File: src/rtl/vector_frame_source_if.sv
// Output stream of the vector frame source: one operand row per beat with frame markers.
interface vector_frame_source_if #(
    parameter int unsigned DATA_W = 128
);
    logic [DATA_W-1:0] out_data;
    logic              out_valid;
    logic              out_first;
    logic              out_last;
    logic              out_ready;

    modport master (
        output out_data,
        output out_valid,
        output out_first,
        output out_last,
        input  out_ready
    );

    modport slave (
        input  out_data,
        input  out_valid,
        input  out_first,
        input  out_last,
        output out_ready
    );
endinterface

File: src/rtl/vector_frame_source.sv
// Producer for the adder-tree/accumulator: stores operand rows and replays them
// as framed bursts (first/last markers, optional idle gap between frames).
module vector_frame_source #(
    parameter int unsigned DATA_W = 128,
    parameter int unsigned DEPTH  = 4,
    parameter int unsigned ADDR_W = 2,
    parameter int unsigned GAP    = 1
) (
    input  logic                  clk,
    input  logic                  rst_n,
    input  logic                  wr_en_i,
    input  logic [ADDR_W-1:0]     wr_addr_i,
    input  logic [DATA_W-1:0]     wr_data_i,
    input  logic                  start_i,
    input  logic [ADDR_W:0]       frame_len_i,
    input  logic [7:0]            num_frames_i,
    vector_frame_source_if.master out_if,
    output logic                  busy_o,
    output logic                  done_o
);

    localparam int unsigned GAP_W = (GAP > 1) ? $clog2(GAP) : 1;
    localparam int unsigned LEN_W = ADDR_W + 1;

    typedef enum logic [1:0] {
        S_IDLE,
        S_SEND,
        S_GAP,
        S_DONE
    } state_e;

    state_e              state_q, state_d;
    logic [ADDR_W-1:0]   row_q, row_d;
    logic [ADDR_W-1:0]   last_row_q, last_row_d;
    logic [7:0]          frames_q, frames_d;
    logic [GAP_W-1:0]    gap_q, gap_d;
    logic [DATA_W-1:0]   data_q, data_d;
    logic                valid_q, valid_d;
    logic                first_q, first_d;
    logic                last_q, last_d;
    logic                busy_q, busy_d;
    logic                done_q, done_d;

    logic [DATA_W-1:0]   mem_q [DEPTH];
    logic                wr_ok_c;
    logic [DATA_W-1:0]   row0_c;
    logic [ADDR_W-1:0]   next_row_c;
    logic [LEN_W-1:0]    len_c;
    logic [ADDR_W-1:0]   eff_last_c;

    assign wr_ok_c    = wr_en_i & ~busy_q;
    // A write to row 0 in the start cycle must already appear on the first beat.
    assign row0_c     = (wr_ok_c && (wr_addr_i == '0)) ? wr_data_i : mem_q[0];
    assign next_row_c = ADDR_W'(row_q + 1'b1);
    assign len_c      = ((frame_len_i == '0) || (frame_len_i > LEN_W'(DEPTH)))
                        ? LEN_W'(DEPTH) : frame_len_i;
    assign eff_last_c = ADDR_W'(len_c - 1'b1);

    // Row register file; intentionally not reset.
    always_ff @(posedge clk) begin
        if (wr_ok_c) begin
            mem_q[wr_addr_i] <= wr_data_i;
        end
    end

    always_ff @(posedge clk or negedge rst_n) begin
        if (!rst_n) begin
            state_q    <= S_IDLE;
            row_q      <= '0;
            last_row_q <= '0;
            frames_q   <= '0;
            gap_q      <= '0;
            data_q     <= '0;
            valid_q    <= 1'b0;
            first_q    <= 1'b0;
            last_q     <= 1'b0;
            busy_q     <= 1'b0;
            done_q     <= 1'b0;
        end else begin
            state_q    <= state_d;
            row_q      <= row_d;
            last_row_q <= last_row_d;
            frames_q   <= frames_d;
            gap_q      <= gap_d;
            data_q     <= data_d;
            valid_q    <= valid_d;
            first_q    <= first_d;
            last_q     <= last_d;
            busy_q     <= busy_d;
            done_q     <= done_d;
        end
    end

    // Next state; every beat register holds by default, which implements the stall.
    always_comb begin
        state_d    = state_q;
        row_d      = row_q;
        last_row_d = last_row_q;
        frames_d   = frames_q;
        gap_d      = gap_q;
        data_d     = data_q;
        first_d    = first_q;
        last_d     = last_q;

        unique case (state_q)
            S_IDLE: begin
                if (start_i) begin
                    last_row_d = eff_last_c;
                    frames_d   = num_frames_i;
                    row_d      = '0;
                    if (num_frames_i == 8'd0) begin
                        state_d = S_DONE;
                    end else begin
                        state_d = S_SEND;
                        data_d  = row0_c;
                        first_d = 1'b1;
                        last_d  = (eff_last_c == '0);
                    end
                end
            end
            S_SEND: begin
                if (out_if.out_ready) begin
                    if (row_q == last_row_q) begin
                        frames_d = frames_q - 8'd1;
                        row_d    = '0;
                        if (frames_q == 8'd1) begin
                            state_d = S_DONE;
                        end else if (GAP == 0) begin
                            data_d  = row0_c;
                            first_d = 1'b1;
                            last_d  = (last_row_q == '0);
                        end else begin
                            state_d = S_GAP;
                            gap_d   = GAP_W'(GAP - 1);
                        end
                    end else begin
                        row_d   = next_row_c;
                        data_d  = mem_q[next_row_c];
                        first_d = 1'b0;
                        last_d  = (next_row_c == last_row_q);
                    end
                end
            end
            S_GAP: begin
                if (gap_q == '0) begin
                    state_d = S_SEND;
                    data_d  = row0_c;
                    first_d = 1'b1;
                    last_d  = (last_row_q == '0);
                end else begin
                    gap_d = gap_q - 1'b1;
                end
            end
            S_DONE: begin
                state_d = S_IDLE;
            end
            default: begin
                state_d = S_IDLE;
            end
        endcase

        if (state_d != S_SEND) begin
            first_d = 1'b0;
            last_d  = 1'b0;
        end
        valid_d = (state_d == S_SEND);
        busy_d  = (state_d == S_SEND) || (state_d == S_GAP);
        done_d  = (state_d == S_DONE);
    end

    assign out_if.out_data  = data_q;
    assign out_if.out_valid = valid_q;
    assign out_if.out_first = first_q;
    assign out_if.out_last  = last_q;
    assign busy_o           = busy_q;
    assign done_o           = done_q;

endmodule
File: src/flat_wrapper.sv
// flat-port wrapper written by rule: the top's interface ports become plain ports
module vector_frame_source_flat 
#(
    parameter int unsigned DATA_W = 128,
    parameter int unsigned DEPTH  = 4,
    parameter int unsigned ADDR_W = 2,
    parameter int unsigned GAP    = 1
)
  (clk, rst_n, wr_en_i, wr_addr_i, wr_data_i, start_i, frame_len_i, num_frames_i, busy_o, done_o, out_if_out_data, out_if_out_valid, out_if_out_first, out_if_out_last, out_if_out_ready);
  vector_frame_source_if #(.DATA_W(DATA_W)) out_if_i ();
  input  logic clk;
  input  logic rst_n;
  input  logic wr_en_i;
  input  logic [ADDR_W-1:0] wr_addr_i;
  input  logic [DATA_W-1:0] wr_data_i;
  input  logic start_i;
  input  logic [ADDR_W:0] frame_len_i;
  input  logic [7:0] num_frames_i;
  output logic busy_o;
  output logic done_o;
  output wire logic [$bits(out_if_i.out_data)-1:0] out_if_out_data;
  output wire logic [$bits(out_if_i.out_valid)-1:0] out_if_out_valid;
  output wire logic [$bits(out_if_i.out_first)-1:0] out_if_out_first;
  output wire logic [$bits(out_if_i.out_last)-1:0] out_if_out_last;
  input wire logic [$bits(out_if_i.out_ready)-1:0] out_if_out_ready;
  assign out_if_out_data = out_if_i.out_data;
  assign out_if_out_valid = out_if_i.out_valid;
  assign out_if_out_first = out_if_i.out_first;
  assign out_if_out_last = out_if_i.out_last;
  assign out_if_i.out_ready = out_if_out_ready;
  vector_frame_source #(.DATA_W(DATA_W), .DEPTH(DEPTH), .ADDR_W(ADDR_W), .GAP(GAP)) u_core (.clk(clk), .rst_n(rst_n), .wr_en_i(wr_en_i), .wr_addr_i(wr_addr_i), .wr_data_i(wr_data_i), .start_i(start_i), .frame_len_i(frame_len_i), .num_frames_i(num_frames_i), .out_if(out_if_i), .busy_o(busy_o), .done_o(done_o));
endmodule
File: config.mk
export PLATFORM = sky130hd
export DESIGN_NAME = vector_frame_source_flat
export DESIGN_NICKNAME = d
export VERILOG_FILES = /design/src/rtl/vector_frame_source_if.sv /design/src/rtl/vector_frame_source.sv /design/src/flat_wrapper.sv
export SDC_FILE = /design/constraint.sdc
export NUM_CORES = 1
export LEC_CHECK = 0
export ABC_AREA = 1
export ABC_CLOCK_PERIOD_IN_PS = 10750
export BUFFER_PORTS_ARGS = -buffer_cell sky130_fd_sc_hd__buf_2
export CORE_ASPECT_RATIO = 1.5
export CORE_MARGIN = 2
export CORE_UTILIZATION = 30
export DETAILED_ROUTE_END_ITERATION = 10
export GPL_TIMING_DRIVEN = 0
export PLACE_DENSITY = 0.49
export RECOVER_POWER = 50
export SLEW_MARGIN = 20
export SYNTH_ARGS = -nofsm -noshare
export SYNTH_HDL_FRONTEND = slang
export SYNTH_SLANG_ARGS = --single-unit
File: constraint.sdc
create_clock -name clk -period 10.75 [get_ports clk]
set_input_delay 0.5375 -clock clk [delete_from_list [all_inputs] [get_ports clk]]
set_output_delay 0.5375 -clock clk [all_outputs]
set_load 0.01 [all_outputs]
==> results of run 1 <==
-- final timing paths --
kind	startpoint	to	cells after the start
max in group clk	u_core.busy_o	u_core.mem_q[3][10]	11
min in group asynchronous	rst_n	u_core.out_if.out_data[127]	2
worst min-delay path	wr_data_i[50]	u_core.mem_q[0][50]	1
worst min register to register	u_core.out_if.out_data[127]	u_core.out_if.out_data[127]	2
worst max-delay path	rst_n	u_core.out_if.out_data[122]	3
worst max register to register	u_core.busy_o	u_core.mem_q[3][10]	11
-- sequential cells by signal (all words and copies together), names as in the netlist --
register	flops
u_core.mem_q	512
u_core.frames_q	8
u_core.out_if.out_last	1
u_core.row_q	2
u_core.busy_o	1
u_core.last_row_q	2
u_core.out_if.out_valid	1
u_core.out_if.out_data	128
u_core.state_q	2
u_core.done_o	1
u_core.out_if.out_first	1
-- placed cells by master (no fill, tap or decap), types with 2 or more instances in the layout --
cell,Yosys,routed
nor2_2,3,3
clkbuf_2,2,3
ha_1,9,9
o21ai_1,5,5
diode_2,0,7
buf_1,6,6
buf_4,9,56
clkbuf_16,0,76
inv_2,3,3
dfrtp_1,147,147
buf_2,68,172
o2111ai_1,85,85
clkbuf_1,65,266
nor3_1,4,3
a21oi_1,46,46
o21ai_0,52,52
buf_6,7,15
clkbuf_8,0,5
edfxtp_1,512,512
inv_1,157,157
nor2_1,21,21
bufinv_16,0,3
buf_16,0,2
inv_6,0,4
clkinv_2,0,11
o211ai_1,44,44
nand3_1,231,231
clkinv_1,0,3
nand4_1,2,2
nand2_1,1185,1185
-- per-layer routing --
layer	up-vias	share of wire
met4	18	0.020
li1	9879	-
met3	107	0.055
met2	507	0.51
met1	9988	0.42
met5	-	0.0013
-- logic make-up after synthesis --
kind of cell / count (synthesis) / share of synthesized area
adders and majority gates: 9 / 0.004034
xor gates and xnor gates: 1 / 0.0003138
AOI/OAI and AO/OA: 235 / 0.05787
and+or+nand+nor: 1448 / 0.2063
DFF: 659 / 0.6826
buffers and inverters: 317 / 0.04886
-- where the power goes --
group	internal [W]	total, W	leakage (nW)	switching [W]
clock network	0.00141	0.00244	1.12	0.00104
registers	0.00319	0.00339	6.43	0.000197
logic	0.00104	0.00342	6.43	0.00238
total	0.00564	0.00925	14.0	0.00361
-- through the flow --
| step | area [um^2] | hold slack (ns) | total power, W | worst slack (ns) | util |
|---|---|---|---|---|---|
| floorplan | 27910 | 0.2419 | 0.005501 | 0.6049 | - |
| detailed placement | 31400 | 0.4468 | 0.006993 | 7.666 | 0.3392 |
| CTS | 33690 | 0.05166 | 0.009474 | 7.786 | 0.3640 |
| global route | 33400 | 0.1646 | 0.009886 | 4.021 | 0.3608 |
| global placement | 30780 | 0.4604 | 0.007001 | -8.581 | 0.3325 |
| finish | 33410 | 0.1886 | 0.009248 | 5.127 | 0.3609 |
-- layout make-up --
cell class                 count  area, um^2  area share
inverter                     160       600.6     0.01798
clock inverter                24       224.0    0.006704
buffer                       157       774.5     0.02318
sequential                   659       19050      0.5703
multi-input combinational   1693        7500      0.2245
tap                         1181        1478     0.04423
timing repair buffer         341        1702     0.05093
antenna                        7       17.52   0.0005243
clock buffer                 105        2061     0.06168
-- timing repair --
action,in CTS,in global routing
hold buffers,1,0
hold endpoints to repair,30,0
endpoints found under the setup margin,0,0
setup buffers,0,0
==> impl_metrics.yaml, run 1 <==
floorplanning:
  fp.dieArea_um2: 95550
  row_count: 137
  coreArea_um2: 92560
  die_w_um: 253.1
  dieHeight_um: 377.6
  ios: 279
  start_util: 0.3015
grt:
  global_route.overflow_total: 0
  globalRouteMet3Util: 0.03845
  antenna_found_initial: 20
  grt_pass1_vias: 20040
  grt_max_degree: 64
  grtUsageTotal: 0.1841
  grt_pass1_wl_mm: 129.8
  busiest_layer: "met2"
  use_met2: 0.3190
  grt_util_met1: 0.2296
logic_synthesis:
  syn_area_um2: 27910
  synthFlopType: "edfxtp_1"
  synth_edf_count: 512
  ys_seq_area_frac: 0.6826
  synthTopCellsByArea: "edfxtp_1, nand2_1, dfrtp_1"
  synth_cells: 2669
  yosysWarnings: 0
  syn_area_per_cell_um2: 10.46
  yosysTopAreaCellShare: 0.5508
  synthTopCellsByCount: "nand2_1, edfxtp_1, nand3_1"
  synthMostInstantiatedCell: "nand2_1"
  synth_cell_types: 28
  synth.largest_area_cell: "edfxtp_1"
  async_flop_share: 0.2231
  ys_ff_latch: 659
  synth_nets: 2824
power_and_ir_drop:
  p_leak_nw: 13.98
  power.density_nw_per_um2: 276.8
  peakVddDrop_mv: 0.1355
placement:
  place.gp.congestion: 0.7767
  placed_cells: 4190
  portBuffers: 278
  dpl.hpwl_mm: 59.55
setup_path:
  cp_common_cell: "clkbuf_1"
  cp_slowest_cell: "clkbuf_1"
  path_cells: "dlygate4sd3_1, clkbuf_1, clkbuf_1"
  critPathMaxFanout: 62
  start_kind: "input port"
  cp_top_family: "buffers and inverters"
  path_buf_inv: 3
  critPathMaxStageDelay_ns: 2.76
  critPathKind: "in -> async"
  r2r_slack_ns: 7.23
  arrival_ns: 5.50
  critPathRequiredTime_ns: 10.62
  cp-end-kind: "async pin"
drt:
  vias: 20500
  drt_iter0_markers: 1261
  ant_nets: 0
  routed_via_density: 4.737
  firstDrtPassIters: 5
  drc: 0
  wire_per_inst_um: 20.33
  routed_wl_mm: 87.96
clock_network:
  clk_path_buf_depth: 3
  cts_max_level: 3
  cts_resized: 0
  cts_tree: "built"
  clkTransAtPathRegs_ns: 0.06
  cts-root-buf: "clkbuf_16"
  cts_sinks: 659
  cts_made_buffers: 71
  clk_latency_ns: 0.65
sta:
  max-slew-margin-rel: -1.528
  finClkSkew_ns: 0.02051
  period_share: 0.5230
  rsz0062_at_grt: "false"
  final_max_slew_viol_count: 152
  finalSetupViolations: 0
  hold_viol: 0
  tightest_slew_ns: 3.792
  min_period_ns: 5.623
  max_freq_mhz: 177.8
  final.setup.tns_ns: 0
run:
  cap_violations: 3
worst_hold_path:
  holdCritPathClass: "in -> reg"
layout:
  final_layout_size_suffix_gt1_frac: 0.1150
  nNetsFinal: 3238
  fin_cells: 4327
  n_fill_cell: 9367
  area_growth_pct: 19.70
outcome:
  violations: "capacitance limit, slew limit"
  status: "finished with violations"
No activity file was read; power rests on OpenSTA's default activity.
==> inputs of run 2 (changes only) <==
--- a/config.mk
+++ b/config.mk
@@ -6,7 +6,7 @@
 export NUM_CORES = 1
 export LEC_CHECK = 0
 export ABC_AREA = 1
-export ABC_CLOCK_PERIOD_IN_PS = 10750
+export ABC_CLOCK_PERIOD_IN_PS = 5780
 export BUFFER_PORTS_ARGS = -buffer_cell sky130_fd_sc_hd__buf_2
 export CORE_ASPECT_RATIO = 1.5
 export CORE_MARGIN = 2
==> constraint.sdc (replaced) <==
create_clock -name clk -period 5.78 [get_ports clk]
set_input_delay 0.289 -clock clk [delete_from_list [all_inputs] [get_ports clk]]
set_output_delay 0.289 -clock clk [all_outputs]
set_load 0.01 [all_outputs]
==> run 2 against run 1 <==
Net effect: the flow still finishes with violations (capacitance limit, slew limit); die area unchanged; first-iteration DRC count down 2.8%; sequential cell count unchanged; final cell count up 2.6%; largest power group unchanged.
==> impl_metrics.yaml, run 2 (synthesized netlist as in run 1, its figures left out) <==
floorplanning:
  start_util: 0.3015
  row_count: 137
  die_w_um: 253.1
  ios: 279
  dieHeight_um: 377.6
  fp.dieArea_um2: 95550
  coreArea_um2: 92560
grt:
  grtUsageTotal: 0.1849
  grt_max_degree: 74
  global_route.overflow_total: 0
  grt_pass1_wl_mm: 131.4
  antenna_found_initial: 8
  grt_pass1_vias: 20830
setup_path:
  arrival_ns: 3.14
  rr_startpoint: "u_core.busy_o"
  start_kind: "register"
  cp-end-kind: "register"
  r2r_slack_ns: 2.92
  critPathKind: "reg -> reg"
  critPathMaxFanout: 73
  critPathRequiredTime_ns: 6.06
  critPathLaunch: "u_core.busy_o"
clock_network:
  cts_max_level: 3
  cts_tree: "built"
  clk_latency_ns: 0.66
  cts-root-buf: "clkbuf_16"
  cts_made_buffers: 72
  cts_setup_buffers: 0
  cts_sinks: 659
  clkTransAtPathRegs_ns: 0.06
  clk_path_buf_depth: 3
sta:
  final.setup.tns_ns: 0
  rsz0062_at_grt: "false"
  final_max_slew_viol_count: 32
  hold-worst-slack_ns: 0.06267
  period_share: 0.4948
  finClkSkew_ns: 0.02004
  max_freq_mhz: 349.6
  max-slew-margin-rel: -0.7087
  hold_viol: 0
  tightest_slew_ns: 2.563
  min_period_ns: 2.860
  finalSetupViolations: 0
run:
  cap_violations: 1
placement:
  dpl.hpwl_mm: 58.71
  place.gp.congestion: 0.7673
  portBuffers: 278
  place_area_um2: 31480
drt:
  vias: 20930
  ant_nets: 0
  wire_per_inst_um: 19.88
  drc: 0
  routed_wl_mm: 88.26
  firstDrtPassIters: 5
  routed_via_density: 4.714
  drt_iter0_markers: 1226
worst_hold_path:
  min_from: "wr_addr_i[1]"
  holdCritPathClass: "in -> reg"
layout:
  stdcell_area_um2: 35040
  n_fill_cell: 9295
  final_layout_size_suffix_gt1_frac: 0.1016
  area_growth_pct: 25.54
  largest_register: "u_core.mem_q"
  diodes: 0
  most-common-layout-cells: "nand2_1, edfxtp_1, clkbuf_1"
  final_common_cell: "nand2_1"
  nNetsFinal: 3355
  largest_reg_flops: 512
power_and_ir_drop:
  peakVddDrop_mv: 0.2598
  power.density_nw_per_um2: 498.9
  p_leak_nw: 14.54
outcome:
  violations: "capacitance limit, slew limit"
  status: "finished with violations"
run 2: layout make-up:
type                       instances  area, um^2  share of cell area
sequential                       659       19050              0.5438
multi-input combinational       1693        7528              0.2149
timing repair buffer             457        3203             0.09141
clock buffer                     105        2122             0.06056
tap                             1181        1478             0.04217
buffer                           157       774.5             0.02210
inverter                         160       600.6             0.01714
clock inverter                    28       280.3            0.007999
run 2: per-layer routing:
| layer | up-vias | track usage | wire, um |
|---|---|---|---|
| met5 | - | 0 | 88 |
| met4 | 14 | 0.07402 | 2907 |
| met3 | 146 | 0.02997 | 4129 |
| met2 | 519 | 0.3180 | 43700 |
| met1 | 10150 | 0.2309 | 37440 |
| li1 | 10100 | - | - |
run 2: repair_timing:
action,in CTS,in global routing
hold endpoints to repair,692,0
resized for setup,0,0
hold buffers,141,0
run 2: stage by stage:
stage / instances / utilization / power, W / setup WS (ns)
3_3_place_gp: 4128 / 0.3327 / 0.01295 / -5.156
2_1_floorplan: 2669 / - / 0.01021 / -0.3052
5_1_grt: 4440 / 0.3785 / 0.01864 / 2.823
4_1_cts: 4440 / 0.3813 / 0.01787 / 2.881
3_5_place_dp: 4166 / 0.3401 / 0.01300 / 2.870
6_report: 4440 / 0.3785 / 0.01748 / 2.920
run 2: power breakdown:
| part | internal (W) | leakage (nW) | total [W] | switching [W] |
|---|---|---|---|---|
| sequential | 0.00593 | 6.43 | 0.00633 | 0.000397 |
| combinational | 0.00200 | 6.93 | 0.00644 | 0.00444 |
| clock | 0.00278 | 1.18 | 0.00471 | 0.00194 |
run 2: worst paths after layout:
| check | to | cells past startpoint |
|---|---|---|
| setup reg to reg | u_core.mem_q[0][30] | 6 |
| max in group asynchronous | u_core.out_if.out_valid | 2 |
| setup / recovery | u_core.mem_q[0][30] | 6 |
| hold / removal | u_core.mem_q[1][8] | 2 |
| hold reg to reg | u_core.out_if.out_data[118] | 2 |
| min in group asynchronous | u_core.out_if.out_data[11] | 2 |
run 2: critical path: stages (launching register included):
cell and delay [ns]:
dfrtp_1 0.37, nor2_1 0.13, nand2_1 0.16, inv_1 0.12, buf_2 0.54, buf_8 0.63, buf_16 0.40
==> inputs of run 3 (changes only) <==
--- a/config.mk
+++ b/config.mk
@@ -5,15 +5,15 @@
 export SDC_FILE = /design/constraint.sdc
 export NUM_CORES = 1
 export LEC_CHECK = 0
-export ABC_AREA = 1
-export ABC_CLOCK_PERIOD_IN_PS = 5780
+export ABC_AREA = 0
+export ABC_CLOCK_PERIOD_IN_PS = 2300
 export BUFFER_PORTS_ARGS = -buffer_cell sky130_fd_sc_hd__buf_2
 export CORE_ASPECT_RATIO = 1.5
 export CORE_MARGIN = 2
 export CORE_UTILIZATION = 30
 export DETAILED_ROUTE_END_ITERATION = 10
 export GPL_TIMING_DRIVEN = 0
-export PLACE_DENSITY = 0.49
+export PLACE_DENSITY = 0.51
 export RECOVER_POWER = 50
 export SLEW_MARGIN = 20
 export SYNTH_ARGS = -nofsm -noshare
==> constraint.sdc (replaced) <==
create_clock -name clk -period 2.3 [get_ports clk]
set_input_delay 0.115 -clock clk [delete_from_list [all_inputs] [get_ports clk]]
set_output_delay 0.115 -clock clk [all_outputs]
set_load 0.01 [all_outputs]
==> run 3 against run 2 <==
Net effect: the flow still finishes with violations (capacitance limit, slew limit); wire length shrank 16%; clock skew shrank 0.0047 ns; synthesized cell count decreased by 43%; total power increased by 140%; sequential power increased to 2.5 times the previous value; via count decreased by 25%; critical endpoint is now u_core.out_if.out_data[72].
==> impl_metrics.yaml, run 3 <==
outcome:
  violations: "capacitance limit, slew limit"
  status: "finished with violations"
clock_network:
  cts_max_level: 3
  cts_made_buffers: 70
  cts_tree: "built"
  clk_path_buf_depth: 3
  cts-root-buf: "clkbuf_16"
  cts_sinks: 659
  clkTransAtPathRegs_ns: 0.06
  clk_latency_ns: 0.65
logic_synthesis:
  synth_edf_count: 512
  yosysTopAreaCellShare: 0.5658
  syn_area_um2: 27170
  synthTopCellsByArea: "edfxtp_1, dfrtp_1, mux4_2"
  synth_nets: 1671
  synth_cells: 1516
  synthTopCellsByCount: "edfxtp_1, dfrtp_1, nand2_1"
  synth.largest_area_cell: "edfxtp_1"
  syn_area_per_cell_um2: 17.92
  yosysWarnings: 0
  ys_seq_area_frac: 0.7012
  async_flop_share: 0.2231
  synthMostInstantiatedCell: "edfxtp_1"
  synth_cell_types: 47
  ys_ff_latch: 659
  synthFlopType: "edfxtp_1"
drt:
  drc: 0
  firstDrtPassIters: 5
  ant_nets: 0
  wire_per_inst_um: 22.66
  routed_via_density: 4.783
  routed_wl_mm: 74.39
  vias: 15700
  drt_iter0_markers: 817
layout:
  most-common-layout-cells: "edfxtp_1, clkbuf_1, dlygate4sd3_1"
  stdcell_area_um2: 34570
  final_layout_size_suffix_gt1_frac: 0.2298
  fin_util: 0.3839
  largest_reg_flops: 512
  largest_register: "u_core.mem_q"
  nNetsFinal: 2213
  final_common_cell: "edfxtp_1"
  fin_cells: 3283
  area_growth_pct: 27.21
placement:
  portBuffers: 278
  place.gp.congestion: 0.7590
  dpl.hpwl_mm: 48.91
  place_area_um2: 30560
  post-place-ws_ns: -1.382
  placed_cells: 2997
setup_path:
  arrival_ns: 2.78
  path_buf_inv: 4
  cp_top_family: "simple AND/OR/NAND/NOR gates"
  cp-end-kind: "register"
  critPathLaunch: "num_frames_i[5]"
  cp_slowest_cell: "nor4_1"
  path_cells: "dlygate4sd3_1, buf_2, nor4_1, nand3_1, nand3b_4, buf_12, buf_6, mux2_1"
  critPathMaxStageDelay_ns: 0.63
  critPathMaxFanout: 10
  critPathKind: "in -> reg"
  start_kind: "input port"
  rr_startpoint: "u_core.row_q[0]"
  critPathRequiredTime_ns: 2.82
sta:
  max-slew-margin-rel: -0.3551
  finalSetupViolations: 0
  rsz0062_at_grt: "true"
  hold_viol: 0
  max_freq_mhz: 442.3
  tightest_slew_ns: 2.033
  final_max_slew_viol_count: 73
  min_period_ns: 2.261
  hold-worst-slack_ns: 0.1900
  period_share: 0.9829
  timing.final.ws_setup_ns: 0.03923
  finClkSkew_ns: 0.01536
floorplanning:
  dieHeight_um: 372.6
  row_count: 135
  start_util: 0.3018
  fp.dieArea_um2: 93050
  ios: 279
  coreArea_um2: 90030
  die_w_um: 249.7
power_and_ir_drop:
  peakVddDrop_mv: 0.7200
  p_leak_nw: 11.91
  power.density_nw_per_um2: 1233
grt:
  grt_pass1_wl_mm: 110.2
  global_route.overflow_total: 0
  antenna_found_initial: 12
  grtUsageTotal: 0.1597
  grt_pass1_vias: 17050
  grt_max_degree: 76
worst_hold_path:
  min_from: "frame_len_i[0]"
  holdCritPathClass: "in -> reg"
run:
  cap_violations: 1
-- run 3: timing repair --
action,4_1_cts,5_1_grt
hold buffers,147,0
gates cloned,1,0
endpoints found under the setup margin,297,152
buffers inserted,9,2
endpoints found under the hold margin,709,0
pin swaps,6,3
resized for setup,87,36
-- run 3: layout make-up --
type                       count  area (um^2)
antenna                        4        10.01
clock buffer                  98         2033
timing repair buffer         472         3193
buffer                        94        753.2
inverter                       8        30.03
fill                        8467        55460
multi-input combinational    753         7700
sequential                   659        19060
tap                         1164         1456
clock inverter                31        335.3
-- run 3: final timing paths --
kind | slack (ns) | endpoint | cells after the start
max | 0.04 | u_core.out_if.out_data[72] | 8
min | 0.19 | u_core.last_row_q[1] | 4
max reg2reg | 0.06 | u_core.out_if.out_data[48] | 8
min reg2reg | 0.49 | u_core.out_if.out_data[52] | 1
max in group asynchronous | 0.32 | u_core.out_if.out_data[8] | 3
min in group asynchronous | 0.58 | u_core.out_if.out_data[33] | 2
-- run 3: layer usage --
| metal | global-route usage | wire (um) | vias to the layer above |
|---|---|---|---|
| li1 | - | - | 7049 |
| met1 | 0.1983 | 31620 | 8195 |
| met2 | 0.2765 | 37560 | 338 |
| met3 | 0.03156 | 3272 | 110 |
| met4 | 0.05816 | 1857 | 12 |
| met5 | 0 | 77 | - |
-- run 3: tightest hold or removal path: stages --
cell and delay [ns]:
buf_2 0.09, nor2b_1 0.17, ha_1 0.29, mux2_2 0.14
-- run 3: logic make-up (layout without fill, tap and decap cells) --
logic type / after synthesis / after routing / share of synthesized area
adder cells (fa/ha/maj): 9 / 9 / 0.004144
multiplexers: 396 / 396 / 0.2108
AND/OR/NAND/NOR: 181 / 181 / 0.02929
AO/OA/AOI/OAI: 165 / 165 / 0.03394
XOR/XNOR: 2 / 2 / 0.0009212
buffers and inverters: 104 / 703 / 0.01966
flip-flops: 659 / 659 / 0.7012
other: 0 / 4 / 0
-- run 3: per-stage QoR --
step	TNS [ns]	power (W)
final	0	0.04261
after global routing	-0.03350	0.04507
after CTS	-0.01045	0.04351
after detailed placement	-206.58	0.03075
after global placement	-2575.64	0.03045
after floorplan	-768.32	0.02500
-- run 3: power breakdown --
group	leakage (nW)	switching (W)	internal, W
Combinational	4.36	0.00844	0.00664
Sequential	6.41	0.000945	0.0149
Clock	1.15	0.00480	0.00688
